### src/rtl/parking_exit_ctrl.sv
// Exit-lane gate controller: opens the gate for a departing car, closes it once the car
// has cleared, and keeps the lot occupancy count with full/empty status for the entrance side.
module parking_exit_ctrl #(
   parameter int unsigned CAPACITY     = 8,
   parameter int unsigned CNT_W        = 4,
   parameter int unsigned OPEN_DELAY   = 3,
   parameter int unsigned PASS_TIMEOUT = 50
) (
   input  logic             clk,
   input  logic             reset_n,
   input  logic             exit_sensor_input,
   input  logic             exit_back_sensor_input,
   input  logic             car_admitted,
   output logic             exit_gate_open,
   output logic             EXIT_GREEN_LED,
   output logic             EXIT_RED_LED,
   output logic [CNT_W-1:0] occupancy,
   output logic             lot_full,
   output logic             lot_empty,
   output logic             fault
);

   localparam int unsigned DLY_W = 4;
   localparam int unsigned TO_W  = 8;

   localparam logic [CNT_W-1:0] CAP      = CNT_W'(CAPACITY);
   localparam logic [DLY_W-1:0] DLY_LOAD = DLY_W'(OPEN_DELAY - 1);
   localparam logic [TO_W-1:0]  TO_LAST  = TO_W'(PASS_TIMEOUT - 1);

   typedef enum logic [2:0] {
      S_IDLE,
      S_OPEN_WAIT,
      S_PASSING,
      S_CLOSING,
      S_FAULT
   } state_t;

   state_t           state, state_nxt;
   logic [DLY_W-1:0] dly_cnt, dly_nxt;
   logic [TO_W-1:0]  to_cnt, to_nxt;
   logic [CNT_W-1:0] occ_nxt;
   logic             occ_dec, occ_inc;

   // Next-state and counter logic; the delay counter is loaded with OPEN_DELAY-1 so
   // OPEN_WAIT lasts exactly OPEN_DELAY cycles.
   always_comb begin
      state_nxt = state;
      dly_nxt   = dly_cnt;
      to_nxt    = to_cnt;
      case (state)
         S_IDLE: begin
            if (exit_sensor_input) begin
               if (occupancy != '0) begin
                  state_nxt = S_OPEN_WAIT;
                  dly_nxt   = DLY_LOAD;
               end else begin
                  state_nxt = S_FAULT;
               end
            end
         end
         S_OPEN_WAIT: begin
            if (dly_cnt == '0) begin
               state_nxt = S_PASSING;
               to_nxt    = '0;
            end else begin
               dly_nxt = dly_cnt - DLY_W'(1);
            end
         end
         S_PASSING: begin
            if (exit_back_sensor_input && !exit_sensor_input) begin
               state_nxt = S_CLOSING;
            end else if (to_cnt == TO_LAST) begin
               state_nxt = S_FAULT;
            end else begin
               to_nxt = to_cnt + TO_W'(1);
            end
         end
         S_CLOSING: state_nxt = S_IDLE;
         S_FAULT: begin
            if (!exit_sensor_input && !exit_back_sensor_input) state_nxt = S_IDLE;
         end
         default: state_nxt = S_IDLE;
      endcase
   end

   // Occupancy: an admit coinciding with the exit decrement cancels it out.
   always_comb begin
      occ_dec = (state == S_CLOSING) && (occupancy != '0);
      occ_inc = car_admitted && (occupancy != CAP);
      occ_nxt = occupancy;
      if (occ_dec && !car_admitted) begin
         occ_nxt = occupancy - CNT_W'(1);
      end else if (occ_inc && !occ_dec) begin
         occ_nxt = occupancy + CNT_W'(1);
      end
   end

   // Outputs are decoded from the next state so they line up with the state register.
   always_ff @(posedge clk or negedge reset_n) begin
      if (!reset_n) begin
         state          <= S_IDLE;
         dly_cnt        <= '0;
         to_cnt         <= '0;
         exit_gate_open <= 1'b0;
         EXIT_GREEN_LED <= 1'b0;
         EXIT_RED_LED   <= 1'b0;
         fault          <= 1'b0;
         occupancy      <= '0;
         lot_full       <= 1'b0;
         lot_empty      <= 1'b1;
      end else begin
         state          <= state_nxt;
         dly_cnt        <= dly_nxt;
         to_cnt         <= to_nxt;
         exit_gate_open <= (state_nxt == S_OPEN_WAIT) || (state_nxt == S_PASSING);
         EXIT_GREEN_LED <= (state_nxt == S_PASSING);
         EXIT_RED_LED   <= (state_nxt == S_OPEN_WAIT) || (state_nxt == S_CLOSING) ||
                           (state_nxt == S_FAULT);
         fault          <= (state_nxt == S_FAULT);
         occupancy      <= occ_nxt;
         lot_full       <= (occ_nxt == CAP);
         lot_empty      <= (occ_nxt == '0);
      end
   end

endmodule

### config.mk
export PLATFORM = sky130hd
export DESIGN_NAME = parking_exit_ctrl
export DESIGN_NICKNAME = d
export VERILOG_FILES = /design/src/rtl/parking_exit_ctrl.sv
export SDC_FILE = /design/constraint.sdc
export NUM_CORES = 1
export LEC_CHECK = 0
export CORE_ASPECT_RATIO = 1.1
export CORE_MARGIN = 3
export CORE_UTILIZATION = 35
export CTS_BUF_LIST = sky130_fd_sc_hd__clkbuf_16
export CTS_CLUSTER_SIZE = 28
export DETAILED_ROUTE_END_ITERATION = 8
export MAX_ROUTING_LAYER = met4
export PLACE_DENSITY = 0.61
export SKIP_LAST_GASP = 1
export SYNTH_ARGS = -nofsm -noshare
export SYNTH_HDL_FRONTEND = slang
export SYNTH_SLANG_ARGS = --single-unit
### constraint.sdc
create_clock -name clk -period 2.3 [get_ports clk]
set_clock_uncertainty 0.1 [all_clocks]
set_input_delay 0.23 -clock clk [delete_from_list [all_inputs] [get_ports clk]]
set_output_delay 0.23 -clock clk [all_outputs]
set_load 0.02 [all_outputs]
==> qor.yml <==
cts_tree: "yes"
ys_seq_area_share_pct: 43.5
async_reset_ff_share_pct: 100
rows: 23
synthCells: 150
cts_hold_buf: 0
dpl-instance-area_um2: 1690
nNetsFinal: 191
hold_slack_ns: 0.229
place_ws_ns: 0.00903
cp-startpoint: "dly_cnt[1]$_DFFE_PN0P_"
first_iter_violations: 59
core_area_um2: 3800
synth_adder_area_share_pct: 5.90
reg2reg_from: "dly_cnt[1]$_DFFE_PN0P_"
synth-xor-area-share_pct: 1.82
synth_top_family_by_area: "simple AND/OR/NAND/NOR gates"
synthesis.area_um2: 1440
cp_max_fo: 6
period_needed_ns: 2.19
start_util_pct: 37.9
grt_max_degree: 26
antenna_found_initial: 0
max_freq_mhz: 456
gp_congestion: 0.815
die-area_um2: 4930
hp-class: "input pin to async pin"
path_class: "flop to flop"
fp.dieW_um: 67.2
p_per_area_nw_per_um2: 1260
clock_path_buffers: 2
setup_viol: 0
yosys_register_bits: 25
syn_nets: 161
fin_crit_sh_pct: 95.4
final_antenna_net_count: 0
max-cap-violations: 0
fillers: 358
rsz0062_at_grt: "no"
post-place-cells: 220
total_power_mw: 2.33
post-synth-top-area-cell: "dfrtp_1"
cts.clk_slew.worst_paths_ns: 0.06
drc: 0
fin_tns_setup_ns: 0
clock_latency_ns: 0.26
dp_hpwl_um: 2360
synth_mux_area_share_pct: 0.694
wirelength_um: 3350
slew_headroom_pct: 57.0
fin_cells: 229
clockRootBuffer: "clkbuf_16"
synth_compound_area_share_pct: 15.8
post_synth.cell_area_avg_um2: 9.61
via_per_inst: 5.50
final_max_slew_viol_count: 0
yosysWarningCount: 0
first_pass_iters: 4
final_layout_size_suffix_gt1_share_pct: 22.3
setup_ws_ns: 0.106
grt_pass1_vias: 1207
hold_violations: 0
worstMarginPinSlew_ns: 0.643
fp.dieH_um: 73.3
clock-sinks: 25
via_count: 1260
wl_per_cell_um: 14.6
post-route-util_pct: 48.6
fin_area_um2: 1850
status: "completed"
grt_overflow: 0
critPathArrivalTime_ns: 2.28
antenna_cells: 0
synth_edf_count: 0
synthTopCellsByArea: "dfrtp_1, ha_1, nor3b_4"
syn2layout_area_growth_pct: 28.0
cp-start-kind: "flop"
cp_data_required_time_ns: 2.39
synth_flop_cell: "dfrtp_1"
numCtsBuffers: 3
layout_commonest_cell: "dfrtp_1"
synth-simple-area-share_pct: 28.4
grt_pass1_wl_um: 5290
synth_top_cell_area_share_pct: 41.7
layout_common_cells: "dfrtp_1, clkdlybuf4s50_1, nor2_1, buf_4, nand2_1"
peakVddDrop_uv: 541
leakage_nw: 0.784
yosysUniqueCellTypes: 48
cp-end-kind: "flop"
htree_levels: 1
io_pins: 15
track_usage_pct: 14.8
io_buffers: 14
## worst max-delay path: stages (launching register included)
cell	delay, ns
dfrtp_1	0.40
inv_2	0.09
ha_4	0.13
nor3b_4	0.21
nand2_1	0.10
a221o_2	0.44
buf_4	0.16
or3_1	0.33
a21oi_1	0.15
## path summary, 6_finish.rpt
| kind | endpoint | slack (ns) | cells past startpoint |
|---|---|---|---|
| min in group clk | to_cnt[5]$_DFFE_PN0P_ | 0.47 | 2 |
| worst max register to register | to_cnt[4]$_DFFE_PN0P_ | 0.11 | 8 |
| worst max-delay path | to_cnt[4]$_DFFE_PN0P_ | 0.11 | 8 |
| worst min-delay path | to_cnt[7]$_DFFE_PN0P_ | 0.23 | 2 |
| worst min register to register | to_cnt[5]$_DFFE_PN0P_ | 0.47 | 2 |
| max in group asynchronous | lot_empty$_DFF_PN1_ | 1.57 | 2 |
## synth_stat cells (all sizes together), types with 2 or more instances
cell,number
nand2,10
o22ai,5
nor4,2
and3,4
nand2b,4
o21ai,10
nor3,3
nor3b,4
nand3,6
or4,4
dfrtp,24
or3,4
ha,6
nor2,13
or2,2
xnor2,2
or3b,2
o31ai,4
a21oi,9
inv,11
## power breakdown
part           leakage, nW  internal (mW)  switching [mW]
sequential           0.316          0.596           0.162
clock               0.0423          0.233           0.151
combinational        0.426          0.574           0.610
## logic make-up after synthesis
logic type / after synthesis
simple gates: 66
mux: 1
buf+inv: 13
flops: 25
fa+ha+maj: 7
compound gates: 35
xor+xnor: 3
## final cells by class
cell class / instances / area [um^2] / share of cell area, %
multi-input combinational: 112 / 796 / 43.1
clock inverter: 1 / 3.75 / 0.203
timing repair buffer: 27 / 239 / 12.9
sequential: 25 / 628 / 34.0
clock buffer: 3 / 75.1 / 4.07
tap: 50 / 62.6 / 3.39
inverter: 11 / 41.3 / 2.24
## per-layer routing
layer	vias up	GRT usage (%)	part of all wire [%]
met5	-	-	0
met4	0	8.56	2.8
li1	607	-	-
met3	7	3.06	3.7
met1	619	16.3	40
met2	27	24.6	53
## state kept, by name, indices dropped and copies added, names as in the netlist
| register | flops |
|---|---|
| lot_empty | 1 |
| fault | 1 |
| to_cnt | 8 |
| occupancy | 4 |
| EXIT_GREEN_LED | 1 |
| dly_cnt | 4 |
| exit_gate_open | 1 |
| state | 3 |
| EXIT_RED_LED | 1 |
| lot_full | 1 |
## what timing repair did
action,4_1_cts,5_1_grt
gates resized for setup,0,12
buffers inserted,0,4
endpoints found under the setup margin,0,5
Note: power is estimated with default switching activity, not from simulation.
==> RTL edit: new RTL, same settings <==
The output `fault` loses its register stage (`fault` becomes a continuous assignment).
--- a/src/rtl/parking_exit_ctrl.sv
+++ b/src/rtl/parking_exit_ctrl.sv
@@ -104,7 +104,6 @@
          exit_gate_open <= 1'b0;
          EXIT_GREEN_LED <= 1'b0;
          EXIT_RED_LED   <= 1'b0;
-         fault          <= 1'b0;
          occupancy      <= '0;
          lot_full       <= 1'b0;
          lot_empty      <= 1'b1;
@@ -116,12 +115,13 @@
          EXIT_GREEN_LED <= (state_nxt == S_PASSING);
          EXIT_RED_LED   <= (state_nxt == S_OPEN_WAIT) || (state_nxt == S_CLOSING) ||
                            (state_nxt == S_FAULT);
-         fault          <= (state_nxt == S_FAULT);
          occupancy      <= occ_nxt;
          lot_full       <= (occ_nxt == CAP);
          lot_empty      <= (occ_nxt == '0);
       end
    end
 
+   assign fault = (state_nxt == S_FAULT);
+
 endmodule
 
Check against the original RTL: not equivalent (a bounded check fails within 4 cycles, from zero or initial values and one cycle with reset_n low).
==> RTL edit against the original RTL <==
The run now ends with setup timing left. Clock power decreased by 3%. Routed wire length grew 5.9%. Sequential share of layout area fell by 3.1 points. Global-route usage grew 0.90 points. Count of clock-buffer cells in the layout stayed put. Design area grew 5.8%. Sequential cell count is 1 lower. Core utilization up 3.6 points. Combinational power grew 36%. Setup slack lost 0.16 ns. Synthesized area shrank 3.6%. Fmax fell by 6.7%. Total power is 18% higher. Largest power group unchanged. Highest routed layer unchanged.
==> RTL edit: results (changes against the original RTL) <==
setup_path:
  reg2reg_from: "occupancy[1]"  # was dly_cnt[1]
  reg2reg_slack_ns: -0.05  # was 0.11 ns
  crit_fanout: 5  # was 6
  crit_path_end: "to_cnt[6]"  # was to_cnt[4]
  crit_slowest_cell: "or4_4"  # was a221o_2
global_route:
  grt_start_max_net_pins: 25  # was 26
  grt_pass1_wl_um: 5770  # was 5290 um
  grt_pass1_vias: 1327  # was 1,207
  gr-usage-met2: 0.276  # was 0.246
drt:
  drt_iter0_drc: 68  # was 59
  drt-met1-wl_um: 1540  # was 1340 um
  wl_met3_um: 74  # was 124 um
layout:
  nFlopsAndLatches: 24  # was 25
  inverters_excl_clock: 10  # was 11
  fin_nets: 207  # was 191
power_and_ir_drop:
  p_leak_uw: 0.000827  # was 0.000784 uW
  p_sw_frac: 0.397  # about the same
  ir_worst_vdd_mv: 0.648  # was 0.541 mV
yosys:
  synthesis.nets: 160  # was 161
  synth_area_leaders: "dfrtp_1, ha_1, o21ai_0"  # was dfrtp_1, ha_1, nor3b_4
  ys_top_cells_by_count: "dfrtp_1, nand2_1, o21ai_0, inv_1, nor2_1"  # was dfrtp_1, nor2_1, inv_1, nand2_1, a21oi_1
  ys_types: 49  # was 48
clock_tree:
  cts_setup_buffers: 3  # was 0
status:
  violations: "setup timing"
  status: "finished with violations"  # was finished clean
sta:
  setup-violations-final: 3  # was 0
  setup_slack_ns: -0.0509  # was 0.106 ns
placed_design:
  place_ws_ns: -0.109  # was 0.00903 ns
  globalplace.congestion: 0.811  # was 0.815
  placed_area_um2: 1750  # was 1690 um2
floorplan:
  fp.dieArea_um2: 4760  # was 4930 um2
[RTL edit: through the flow]
| stage | setup TNS [ns] | cells | utilization | hold WS (ns) |
|---|---|---|---|---|
| finish | -0.119 | 245 | 0.522 | 0.239 |
| global route | -0.411 | 245 | 0.522 | 0.276 |
| CTS | -0.0846 | 239 | 0.500 | 0.258 |
| detailed placement | -0.333 | 231 | 0.467 | 0.451 |
| global placement | 0 | 231 | 0.467 | 0.434 |
| floorplan | -0.0900 | 149 | - | -0.166 |
[RTL edit: logic make-up (layout without fill, tap and decap cells)]
group                      after synthesis  after routing  share of synthesized area
and+or+nand+nor                         66             66                      0.285
AOI/OAI and AO/OA                       36             37                      0.160
DFF                                     24             24                      0.433
buffers and inverters                   13             58                     0.0414
adders and majority gates                7              7                     0.0612
xor gates and xnor gates                 3              3                     0.0189
[RTL edit: power groups by stage]
stage,registers [uW],logic (uW),clock network [uW]
detailed placement,749,1410,0
global route,782,1770,393
CTS,746,1490,382
global placement,741,1360,0
floorplan,867,701,0
finish,757,1600,374
